<file path="src/rtl/reg_seg_display.sv">
// Eight-digit multiplexed seven-segment viewer for a register index/data pair.
// Optional macro REG_SEG_ADDR_OVERLAY_EN shows the register index on digits 7..6.
module reg_seg_display #(
    parameter int unsigned SCAN_DIV = 50000,
    parameter int unsigned DIV_W    = 16
) (
    input  logic        clk,
    input  logic        rst_n,
    input  logic [4:0]  reg_addr,
    input  logic [31:0] reg_data,
    input  logic        load,
    input  logic        freeze,
    output logic [7:0]  an,
    output logic [6:0]  seg,
    output logic        dp
);

    localparam logic [DIV_W-1:0] DIV_LAST = DIV_W'(SCAN_DIV - 1);

    logic [DIV_W-1:0] div_cnt;
    logic             tick;
    logic [2:0]       idx;
    logic [31:0]      data_sh;
    logic [4:0]       addr_sh;

    logic [3:0]       nib_p0;
    logic [7:0]       an_p0;
    logic [6:0]       seg_p0;
    logic             dp_p0;

    logic [7:0]       an_p1;
    logic [6:0]       seg_p1;
    logic             dp_p1;

    // Active-low segment pattern, bit order g..a.
    function automatic logic [6:0] hex7(input logic [3:0] nib);
        logic [6:0] s;
        case (nib)
            4'h0:    s = 7'h40;
            4'h1:    s = 7'h79;
            4'h2:    s = 7'h24;
            4'h3:    s = 7'h30;
            4'h4:    s = 7'h19;
            4'h5:    s = 7'h12;
            4'h6:    s = 7'h02;
            4'h7:    s = 7'h78;
            4'h8:    s = 7'h00;
            4'h9:    s = 7'h10;
            4'hA:    s = 7'h08;
            4'hB:    s = 7'h03;
            4'hC:    s = 7'h46;
            4'hD:    s = 7'h21;
            4'hE:    s = 7'h06;
            default: s = 7'h0E;
        endcase
        return s;
    endfunction

    assign tick = (div_cnt == DIV_LAST);

    always_ff @(posedge clk or negedge rst_n) begin
        if (!rst_n) begin
            div_cnt <= '0;
            idx     <= 3'd0;
        end else begin
            div_cnt <= tick ? '0 : div_cnt + 1'b1;
            if (tick) begin
                idx <= idx + 3'd1;
            end
        end
    end

    // Shadows decouple the display from the live selector bus.
    always_ff @(posedge clk or negedge rst_n) begin
        if (!rst_n) begin
            data_sh <= '0;
            addr_sh <= '0;
        end else if (load && !freeze) begin
            data_sh <= reg_data;
            addr_sh <= reg_addr;
        end
    end

    // Stage p0: digit select and decode from current idx and shadows.
    always_comb begin
        nib_p0 = data_sh[{idx, 2'b00} +: 4];
        dp_p0  = 1'b1;
`ifdef REG_SEG_ADDR_OVERLAY_EN
        if (idx == 3'd7) begin
            nib_p0 = {3'b000, addr_sh[4]};
        end else if (idx == 3'd6) begin
            nib_p0 = addr_sh[3:0];
            dp_p0  = 1'b0;
        end
`endif
        an_p0  = ~(8'b1 << idx);
        seg_p0 = hex7(nib_p0);
    end

`ifndef REG_SEG_ADDR_OVERLAY_EN
    logic unused_addr_sh;
    assign unused_addr_sh = ^addr_sh;
`endif

    // Stage p1: registered pad drivers; reset blanks the display asynchronously.
    always_ff @(posedge clk or negedge rst_n) begin
        if (!rst_n) begin
            an_p1  <= 8'hFF;
            seg_p1 <= 7'h7F;
            dp_p1  <= 1'b1;
        end else begin
            an_p1  <= an_p0;
            seg_p1 <= seg_p0;
            dp_p1  <= dp_p0;
        end
    end

    assign an  = an_p1;
    assign seg = seg_p1;
    assign dp  = dp_p1;

endmodule

</file>
<file path="config.mk">
export PLATFORM = sky130hd
export DESIGN_NAME = reg_seg_display
export DESIGN_NICKNAME = d
export VERILOG_FILES = /design/src/rtl/reg_seg_display.sv
export SDC_FILE = /design/constraint.sdc
export NUM_CORES = 1
export LEC_CHECK = 0
export CAP_MARGIN = 20
export CELL_PAD_IN_SITES_DETAIL_PLACEMENT = 0
export CELL_PAD_IN_SITES_GLOBAL_PLACEMENT = 1
export CORE_AREA = 2 2 105 107
export DETAILED_ROUTE_END_ITERATION = 6
export DIE_AREA = 0 0 107 109
export DONT_BUFFER_PORTS = 1
export HOLD_SLACK_MARGIN = 0.1
export MAX_ROUTING_LAYER = met4
export PLACE_DENSITY = 0.51
export RECOVER_POWER = 50
export SETUP_SLACK_MARGIN = 0.2
export SLEW_MARGIN = 20
export SYNTH_ARGS = -nofsm -noshare
export SYNTH_HDL_FRONTEND = slang
export SYNTH_SLANG_ARGS = --single-unit
</file>
<file path="constraint.sdc">
create_clock -name clk -period 3.7 [get_ports clk]
set_clock_uncertainty 0.1 [all_clocks]
set_input_delay 1.11 -clock clk [delete_from_list [all_inputs] [get_ports clk]]
set_output_delay 1.11 -clock clk [all_outputs]
set_load 0.05 [all_outputs]
</file>
==> summary.txt <==
Setup path
  • RR Endpoint: seg[0]$_DFF_PN1_
  • Crit Path Max Fanout: 10
  • Endpoint class of the critical path: register
  • Setup CP Type: register to register
  • FF-to-FF path depth: 6
  • Startpoint types: register
  • Data required time of the worst path: 3860 ps
  • R2r setup slk: 820 ps
  • R2R Path Start: idx[0]$_DFFE_PN0N_
  • Worst EP arrival: 3040 ps

CTS
  • Depth of the CTS H-tree: 3
  • Hold Buf Count CTS: 0
  • # Post-CTS Setup Buffers: 0
  • Root buffer cell: clkbuf_8
  • Clock Latency Late Sink: 340 ps
  • CTS Buffer Depth: 2
  • CTS buffer count: 9
  • Resized Gates After CTS: 0
  • Reg clk slew, reported paths: 70 ps
  • CTS tree: yes
  • TritonCTS Sinks: 66

Floorplanning
  • Num ports: 57
  • Rows: 38
  • Die Span Y: 109 um
  • Starting Density: 29.3%
  • Die width: 107 um
  • Die footprint: 11700 um2
  • Core footprint: 10600 um2

Pwr
  • Pwr per Cell Area: 484 nW/um2
  • Clock power frac: 35.1%
  • Total power: 1.67 mW
  • Combinational Power Share: 10.5%
  • Leak: 1.43 nW
  • P_sw: 0.448 mW
  • Int Power: 1.22 mW
  • Seq pwr share: 54.4%
  • Maximum vdd drop: 0.175 mV
  • Net Sw Frac: 26.8%

Flow run
  • Max-cap violations: 0

Global routing
  • Initial antenna violation count: 0
  • First-pass GRT wire length: 10.2 mm
  • Overflow after GRT: 0
  • Pin count of the biggest net entering global routing: 67
  • Total track usage: 12.0%
  • Vias in the first global route: 1961

Logic synthesis
  • Yosys reg bits: 66
  • Sequential share of the synthesized area: 53.7%
  • Post-synth net total: 280
  • Top FF cell, synth: dfrtp_1
  • List of most frequent post-synthesis cells: 51 x dfrtp_1, 34 x mux2_2, 15 x dfstp_2
  • Most frequent cell after synthesis: dfrtp_1
  • Post-Synthesis Cells: 226
  • Synth warnings: 0
  • Yosys top cell area share: 41.0%
  • Distinct cells, synth: 41
  • Netlist Area Pre-Place: 3110 um2
  • Synth top area cells: dfrtp_1 41%, dfstp_2 13%, mux2_2 12%
  • Cell taking the most area after synthesis: dfrtp_1
  • Avg Cell Area, Syn: 13.8 um2
  • Number of enable flip-flop cells after synthesis: 0
  • Ys async rst share: 100%

Timing
  • Post-layout min period: 2880 ps
  • Fmax: 348 MHz
  • Slew HR: 57.0%
  • Unrepaired setup endpoints after global routing: false
  • Post-route setup TNS: 0 ps
  • Setup-failing EPs final: 0
  • Tcrit/Tclk final: 77.7%
  • Fin. max-slew vios: 0
  • Worst-Margin Slew: 626 ps
  • Hold Vio Cnt, Final: 0

Final layout
  • Area of the multi-input gates: 1350 um2
  • # nets final: 285
  • Layout area overhead: 10.9%
  • Diodes inserted: 0
  • Filler cell count: 1078
  • Share of cells above drive strength 1: 32.6%
  • Sequential Area: 1670 um2

Routing
  • Vias: 1721
  • Vias/cell: 4.58
  • Detailed Routing Iterations Pass 1: 4
  • DRT iter0 DRCs: 45
  • Final ANT Viol Nets: 0
  • DR WL/cell: 15.8 um
  • DRC: 0
  • Post-Route WL: 5.93 mm

Min path
  • Worst hold path class: input pin to asynchronous set/reset pin

Placement
  • Placer Congestion: 0.766
  • IO buf count: 0
  • Post-DP HPWL: 4.03 mm

Run status
  • Status: finished clean
==> power by group through the flow <==
stage | clock network (mW) | logic (mW) | registers, mW
finish | 0.585 | 0.175 | 0.909
global placement | 0 | 0.175 | 0.922
floorplan | 0 | 0.153 | 0.911
global route | 0.654 | 0.198 | 0.919
CTS | 0.624 | 0.178 | 0.910
detailed placement | 0 | 0.178 | 0.923
==> flip-flops by register name (all words and copies together), names as in the netlist <==
| register | cells |
|---|---|
| an | 8 |
| data_sh | 32 |
| div_cnt | 16 |
| idx | 3 |
| seg | 7 |
==> routing by layer <==
layer  up-vias  GRT usage [%]  wire length (um)
met5         -              -                 0
met4         0           4.82                87
met3         6           4.12               232
met2        45           18.4              2810
met1       858           14.6              2800
li1        812              -                 -
==> how the worst max path moves through the flow <==
stage / start / endpoint / slack (ps) / cells after the start
after floorplan: load / data_sh[10]$_DFFE_PN0P_ / 1370 / 4
after global placement: idx[0]$_DFFE_PN0N_ / seg[4]$_DFF_PN1_ / 780 / 6
after detailed placement: idx[0]$_DFFE_PN0N_ / seg[0]$_DFF_PN1_ / 780 / 6
after CTS: idx[0]$_DFFE_PN0N_ / seg[0]$_DFF_PN1_ / 770 / 6
after global routing: idx[0]$_DFFE_PN0N_ / seg[0]$_DFF_PN1_ / 570 / 6
final: idx[0]$_DFFE_PN0N_ / seg[0]$_DFF_PN1_ / 820 / 6
==> cell type report <==
class / count / area share [%]
timing repair buffer: 3 / 0.653
multi-input combinational: 141 / 39.3
clock inverter: 4 / 1.52
sequential: 66 / 48.5
clock buffer: 12 / 3.92
tap: 140 / 5.08
inverter: 10 / 1.09
==> critical path: stages (launching register included) <==
cell     delay (ps)
dfrtp_1         690
mux4_1          680
mux2i_1         460
inv_1           170
ha_1            290
and3_1          160
a211o_1         250
==> placed cells by master (no fill, tap or decap), types with 2 or more instances in the layout <==
cell type / netlist / final
a21oi_1: 2 / 2
and3_1: 3 / 3
buf_4: 2 / 3
clkbuf_1: 2 / 3
clkbuf_8: 0 / 9
clkinv_4: 0 / 2
dfrtp_1: 51 / 51
dfstp_2: 15 / 15
ha_1: 13 / 13
inv_1: 9 / 9
mux2_2: 34 / 34
mux2i_1: 8 / 8
mux2i_4: 2 / 2
mux4_1: 4 / 4
mux4_2: 4 / 4
nand2_1: 12 / 12
nand3_1: 6 / 6
nand4_1: 5 / 5
nor2_1: 7 / 7
nor2b_1: 3 / 2
nor4_1: 2 / 2
o21ai_0: 5 / 5
or3_1: 3 / 3
or4bb_1: 2 / 2
xnor2_1: 7 / 7
xor2_1: 6 / 6
==> kinds of logic (layout without fill, tap and decap cells) <==
logic type	after synthesis	in the layout	synth area share, %
flops	66	66	53.7
mux	53	53	23.1
simple gates	48	48	8.65
buf+inv	19	29	2.82
fa+ha+maj	13	13	5.23
compound gates	13	13	2.70
xor+xnor	13	13	3.66
other cells	1	1	0.121
==> through the flow <==
| step | hold slack, ps | util [%] | std cells | area (um2) | setup slack, ps |
|---|---|---|---|---|---|
| finish | 361 | 32.5 | 376 | 3450 | 825 |
| CTS | 330 | 32.5 | 376 | 3450 | 770 |
| floorplan | 352 | - | 226 | 3110 | 1370 |
| detailed placement | 381 | 30.7 | 360 | 3260 | 778 |
| global route | 320 | 32.5 | 376 | 3450 | 573 |
| global placement | 384 | 30.7 | 360 | 3260 | 776 |
Power figures use the tool's default switching activity.
==> variant 1: new RTL, same settings <==
The option `REG_SEG_ADDR_OVERLAY_EN` is turned on by a define.
--- a/src/rtl/reg_seg_display.sv
+++ b/src/rtl/reg_seg_display.sv
@@ -1,5 +1,7 @@
 // Eight-digit multiplexed seven-segment viewer for a register index/data pair.
 // Optional macro REG_SEG_ADDR_OVERLAY_EN shows the register index on digits 7..6.
+`define REG_SEG_ADDR_OVERLAY_EN
+
 module reg_seg_display #(
     parameter int unsigned SCAN_DIV = 50000,
     parameter int unsigned DIV_W    = 16
Behaviour: same outputs for any inputs over 10 cycles, from zero or initial values and one cycle with rst_n low; that may be too few to reach the edited logic, so the function may still have changed.
==> variant 1 against the unedited design <==
Worst hold slack worse by 0.012 ns; largest cell class unchanged; sequential cell count up 6; die area unchanged; critical endpoint is now seg[1]; total power up 18%; cell area up 9.4%; via count up 14%; area after synthesis up 8.9%; routed wire length up 16%; worst setup slack worse by 0.31 ns.
==> variant 1: results (changes against the unedited design) <==
INFO  timing         timing_max_transition_violations_final=0 [unchanged]
INFO  logic_synthesis synth_common_cells=sky130_fd_sc_hd__dfrtp_1 (56), sky130_fd_sc_hd__mux2_2 (38), sky130_fd_sc_hd__dfstp_2 (16), sky130_fd_sc_hd__nand2_1 (16), sky130_fd_sc_hd__nor2_1 (15)
INFO  worst_hold_path timing.hold.worst.class=in2async
INFO  setup_path     crit_path_max_fanout=13 [+3]
INFO  timing         worst-slew-pin-transition=0.611ns [-0.0156 ns]
INFO  cells_and_area fillCellCount=1026 [-4.8%]
INFO  clock_tree     cts_post_setup_buffers_inserted=0 [unchanged]
INFO  place          placement.io_buffers=0 [unchanged]
INFO  cells_and_area share_of_layout_cells_above_drive_strength_1=30.6% [-2.0 points]
INFO  global_route   grt_first_pass_wirelength=11.4mm [+12%]
INFO  cells_and_area antenna_cells=0 [unchanged]
INFO  routing        route.detailed.wl_per_inst=16.9um [+7.3%]
INFO  clock_tree     cts.htree.levels=3 [unchanged]
INFO  routing        detailedRoute.firstIterationViolations=62 [+38%]
INFO  clock_tree     cts_buffers=9 [unchanged]
INFO  logic_synthesis async_reset_ff_share=100% [unchanged]
INFO  cells_and_area largest_register_ff_count=32 [unchanged]
INFO  clock_tree     root_buffer=sky130_fd_sc_hd__clkbuf_8
INFO  global_route   first_global_vias=2079 [+6.0%]
INFO  logic_synthesis yosys.area_share.xor_xnor=4.14% [+0.48 points]
INFO  clock_tree     ctsResizeCount=0 [unchanged]
INFO  setup_path     timing.critical_path.arrival=3.36ns [+0.32 ns]
INFO  power_and_ir_drop leakage=0.00158uW [+10%]
INFO  setup_path     reg2reg_setup_slack=0.52ns [-0.31 ns]
INFO  global_route   globalRouteTotalUtil=13.5% [+1.5 points]
INFO  logic_synthesis synthAdderAreaFrac=4.81% [-0.43 points]
INFO  routing        routed_via_density=4.82 [+5.2%]
INFO  routing        drt_pass1_iterations=4 [unchanged]
INFO  cells_and_area final_nets=317 [+11%]
INFO  logic_synthesis muxShareOfSynthArea=19.8% [-3.3 points]
INFO  logic_synthesis synth_compound_gate_area_share=4.66% [+2.0 points]
INFO  global_route   number_of_antenna_violations_at_the_first_check_in_global_routing=0 [unchanged]
INFO  power_and_ir_drop net-switching-power=506uW [+13%]
INFO  place          detailedPlacementHpwl=4.68mm [+16%]
INFO  routing        met3_wirelength=287um [+24%]
INFO  logic_synthesis yosysSeqAreaShare=53.8% [+0.10 points]
INFO  global_route   grt_max_degree=73 [+9.0%]
INFO  routing        met1_length=3.19mm [+14%]
INFO  place          place_congestion=0.762 [-0.46%]
INFO  status         outcome=finished, final reports clean
INFO  routing        route.met2.wl=3.30mm [+18%]
INFO  logic_synthesis synth.top_cells.by_area=sky130_fd_sc_hd__dfrtp_1 (41%), sky130_fd_sc_hd__mux2_2 (13%), sky130_fd_sc_hd__dfstp_2 (12%)
INFO  power_and_ir_drop vdd_drop_max=0.172mV [-1.7%]
INFO  logic_synthesis yosysUniqueCellTypes=46 [+12%]
[variant 1: cell types whose count changed after synthesis, sizes merged, moves of 4 or more]
cell / change
nand3: +4
and3: +5
mux2i: +4
nand2: +4
nand4: -5
mux4: -4
dfrtp: +5
nor2: +8
o22ai: +5
clkbuf: +5
[variant 1: cell families (layout without fill, tap and decap cells)]
logic type	after synthesis	after routing
flip-flops	72	72
AO/OA/AOI/OAI	20	20
buffers and inverters	19	26
AND/OR/NAND/NOR	65	65
adder cells (fa/ha/maj)	13	13
XOR/XNOR	16	16
multiplexers	56	56
[variant 1: worst paths after layout]
check / start / end / depth (start not counted)
setup / recovery: idx[0] / seg[1] / 8
hold / removal: rst_n / data_sh[10] / 0
setup reg to reg: idx[0] / seg[1] / 8
hold reg to reg: div_cnt[0] / div_cnt[0] / 1
max in group asynchronous: rst_n / seg[1] / 0
min in group clk: div_cnt[0] / div_cnt[0] / 1
[variant 1: cell type report]
cell class,instances,share of cell area [%]
flip-flops and latches,72,48.3
multi-input cells,170,39.4
well taps,140,4.64
clock buffers,11,3.75
clock inverters,5,2.75
inverters,8,0.796
repair buffers,2,0.398
[variant 1: stage by stage]
stage | instance area [sq um] | setup WS [ns] | cells | hold WS, ns | util, %
floorplan | 3380 | 1.04 | 261 | 0.325 | -
global placement | 3530 | 0.618 | 392 | 0.344 | 33.3
detailed placement | 3530 | 0.551 | 392 | 0.352 | 33.3
CTS | 3770 | 0.517 | 408 | 0.315 | 35.6
global route | 3770 | 0.297 | 408 | 0.309 | 35.6
finish | 3770 | 0.516 | 408 | 0.349 | 35.6
[variant 1: metal layers]
| layer | GRT usage, % | up-vias |
|---|---|---|
| met4 | 5.57 | 0 |
| met2 | 20.4 | 38 |
| met3 | 4.12 | 11 |
| met1 | 16.8 | 988 |
| li1 | - | 928 |
| met5 | - | - |
[variant 1: worst max-delay path: stages, from the launching register on]
cell and delay, ns:
sky130_fd_sc_hd__dfrtp_1 0.68, sky130_fd_sc_hd__inv_1 0.20, sky130_fd_sc_hd__ha_1 0.41, sky130_fd_sc_hd__or3b_1 0.43, sky130_fd_sc_hd__o22ai_1 0.30, sky130_fd_sc_hd__a311oi_4 0.14
sky130_fd_sc_hd__or2_2 0.40, sky130_fd_sc_hd__mux2_2 0.29, sky130_fd_sc_hd__o22ai_1 0.14
[variant 1: power groups by stage]
stage	logic [uW]	clock network, uW	registers, uW
after floorplan	171	0	998
after global placement	203	0	1010
after detailed placement	207	0	1020
after CTS	207	799	1000
after global routing	229	835	1010
final	204	770	998
==> variant 2: new RTL, same settings <==
Made on the original files. Make the reset (`rst_n`) synchronous in 3 clocked blocks. Comments in the files are not updated.
--- a/src/rtl/reg_seg_display.sv
+++ b/src/rtl/reg_seg_display.sv
@@ -58,7 +58,7 @@
 
     assign tick = (div_cnt == DIV_LAST);
 
-    always_ff @(posedge clk or negedge rst_n) begin
+    always_ff @(posedge clk) begin
         if (!rst_n) begin
             div_cnt <= '0;
             idx     <= 3'd0;
@@ -71,7 +71,7 @@
     end
 
     // Shadows decouple the display from the live selector bus.
-    always_ff @(posedge clk or negedge rst_n) begin
+    always_ff @(posedge clk) begin
         if (!rst_n) begin
             data_sh <= '0;
             addr_sh <= '0;
@@ -103,7 +103,7 @@
 `endif
 
     // Stage p1: registered pad drivers; reset blanks the display asynchronously.
-    always_ff @(posedge clk or negedge rst_n) begin
+    always_ff @(posedge clk) begin
         if (!rst_n) begin
             an_p1  <= 8'hFF;
             seg_p1 <= 7'h7F;
Formal check against the unedited RTL: differs if rst_n is asserted again (counterexample within 4 cycles, from zero or initial values and one cycle with rst_n low); with rst_n held inactive, the same outputs for 10 cycles.
==> variant 2 against the unedited design <==
Die area unchanged; cell area shrank 3.4%; worst hold slack got worse by 0.00080 ns; routed wire length increased by 4.7%; global-route usage about the same; fmax grew 3.0%; sequential cell count unchanged; synthesized cell count increased by 43%; via count is 20% higher; area after synthesis is 3.4% lower; worst setup slack better by 0.083 ns; critical path type unchanged; largest cell class is now multi-input gates; highest routed layer unchanged.
Power is not compared: it rests on default switching activity, and its combinational part moved more than twofold at a synthesized area within 25%.
==> variant 2: results (changes against the unedited design) <==
INFO  cells_and_area share_of_layout_cells_above_drive_strength_1=9.82% [-23 points]
INFO  global_route   grt_max_degree=52 [-22%]
INFO  global_route   grt_first_pass_wirelength=10.4mm [+2.4%]
INFO  routing        detailroute.via_count=2063 [+20%]
INFO  place          placement.io_buffers=0 [unchanged]
INFO  global_route   globalRouteTotalUtil=12.0% [+0.046 points]
INFO  place          pre_cts_slack=0.880ns [+0.102 ns]
INFO  setup_path     crit_path_max_fanout=9 [-1]
INFO  routing        drt_pass1_iterations=4 [unchanged]
INFO  worst_hold_path timing.hold.worst.class=reg2reg
INFO  status         outcome=finished, final reports clean
INFO  power_and_ir_drop vdd_drop_max=0.171mV
INFO  routing        detailedRoute.firstIterationViolations=68 [+51%]
INFO  routing        wirelength=6.21mm [+4.7%]
INFO  cells_and_area final_nets=375 [+32%]
INFO  logic_synthesis yosysSeqAreaShare=44.0% [-9.7 points]
INFO  global_route   number_of_antenna_violations_at_the_first_check_in_global_routing=0 [unchanged]
INFO  worst_hold_path hold_depth=2
INFO  timing         report.final.setup_viol=0 [unchanged]
INFO  clock_tree     worstSkewPairLatency=0.34ns [about the same]
INFO  setup_path     timing.critical_path.arrival=2.91ns [-0.13 ns]
INFO  logic_synthesis async_reset_ff_share=0% [-100 points]
INFO  logic_synthesis synth.top_cells.by_area=sky130_fd_sc_hd__dfxtp_1 (44%), sky130_fd_sc_hd__nand2_1 (10%), sky130_fd_sc_hd__a21boi_0 (8.0%)
INFO  logic_synthesis yosysUniqueCellTypes=42 [+2.4%]
INFO  setup_path     ff2ff_path_depth=7 [+1]
INFO  place          detailedPlacementHpwl=4.30mm [+6.6%]
INFO  global_route   first_global_vias=2023 [+3.2%]
INFO  place          place_congestion=0.741 [-3.3%]
INFO  logic_synthesis ys.flop_type=sky130_fd_sc_hd__dfxtp_1
INFO  power_and_ir_drop internal_power=1120uW
INFO  setup_path     worst_path_max_delay_cell=sky130_fd_sc_hd__mux4_1
INFO  clock_tree     cts_buffers=9 [unchanged]
INFO  setup_path     critical_path.max_stage_delay=0.60ns [-0.09 ns]
INFO  timing         worst_slew_margin_rel=14.1% [-43 points]
INFO  logic_synthesis synth_common_cells=sky130_fd_sc_hd__nand2_1 (80), sky130_fd_sc_hd__dfxtp_1 (66), sky130_fd_sc_hd__a21boi_0 (32)
INFO  logic_synthesis synthesis.yosys.warnings=0 [unchanged]
INFO  clock_tree     clkTransAtPathRegs=0.07ns [about the same]
variant 2: per-stage QoR:
stage / instances / area, sq um / power (uW) / utilization (%)
2_1_floorplan: 323 / 3000 / 861 / -
3_3_place_gp: 450 / 3130 / 873 / 29.5
3_5_place_dp: 450 / 3130 / 873 / 29.5
4_1_cts: 466 / 3330 / 1510 / 31.4
5_1_grt: 466 / 3330 / 1560 / 31.4
6_report: 466 / 3330 / 1490 / 31.4
variant 2: per-layer routing:
metal | global-route usage [%] | share of wire, %
met1 | 16.4 | 51
met3 | 3.05 | 3.8
met2 | 16.9 | 43
met4 | 5.01 | 1.6
met5 | - | 0
variant 2: critical path: cells and delay by family (launching register included):
family,cells,cell delay [ns]
adder cells (fa/ha/maj),1,0.25
AND/OR/NAND/NOR,1,0.05
flip-flops,1,0.59
multiplexers,2,1.09
AO/OA/AOI/OAI,1,0.33
buffers and inverters,2,0.26
variant 2: cell families after synthesis:
family                     count (synthesis)  share of synthesized area [%]
other                                      1                          0.125
adders and majority gates                 13                           5.42
DFF                                       66                           44.0
buffers and inverters                     27                           4.29
and+or+nand+nor                          137                           19.8
AOI/OAI and AO/OA                         47                           12.9
xor gates and xnor gates                  15                           4.38
muxes                                     17                           9.04
variant 2: final cells by class:
type | instances | area [sq um]
inverters | 9 | 38.8
flip-flops and latches | 66 | 1320
clock inverters | 4 | 50.0
well taps | 140 | 175
repair buffers | 5 | 33.8
clock buffers | 12 | 155
fillers | 1141 | 7270
multi-input cells | 230 | 1560
variant 2: final timing paths:
path                      to  startpoint  slack (ns)
setup / recovery      seg[3]      idx[0]        0.91
hold / removal    data_sh[8]  data_sh[8]        0.36
setup reg to reg      seg[3]      idx[0]        0.91
hold reg to reg   data_sh[8]  data_sh[8]        0.36
variant 2: power groups by stage:
stage	Clock (uW)	Combinational, uW	Sequential (uW)
final	632	79.0	775
after global routing	688	90.8	777
after CTS	648	81.5	775
after detailed placement	0	81.1	792
after global placement	0	81.1	792
after floorplan	0	73.0	788
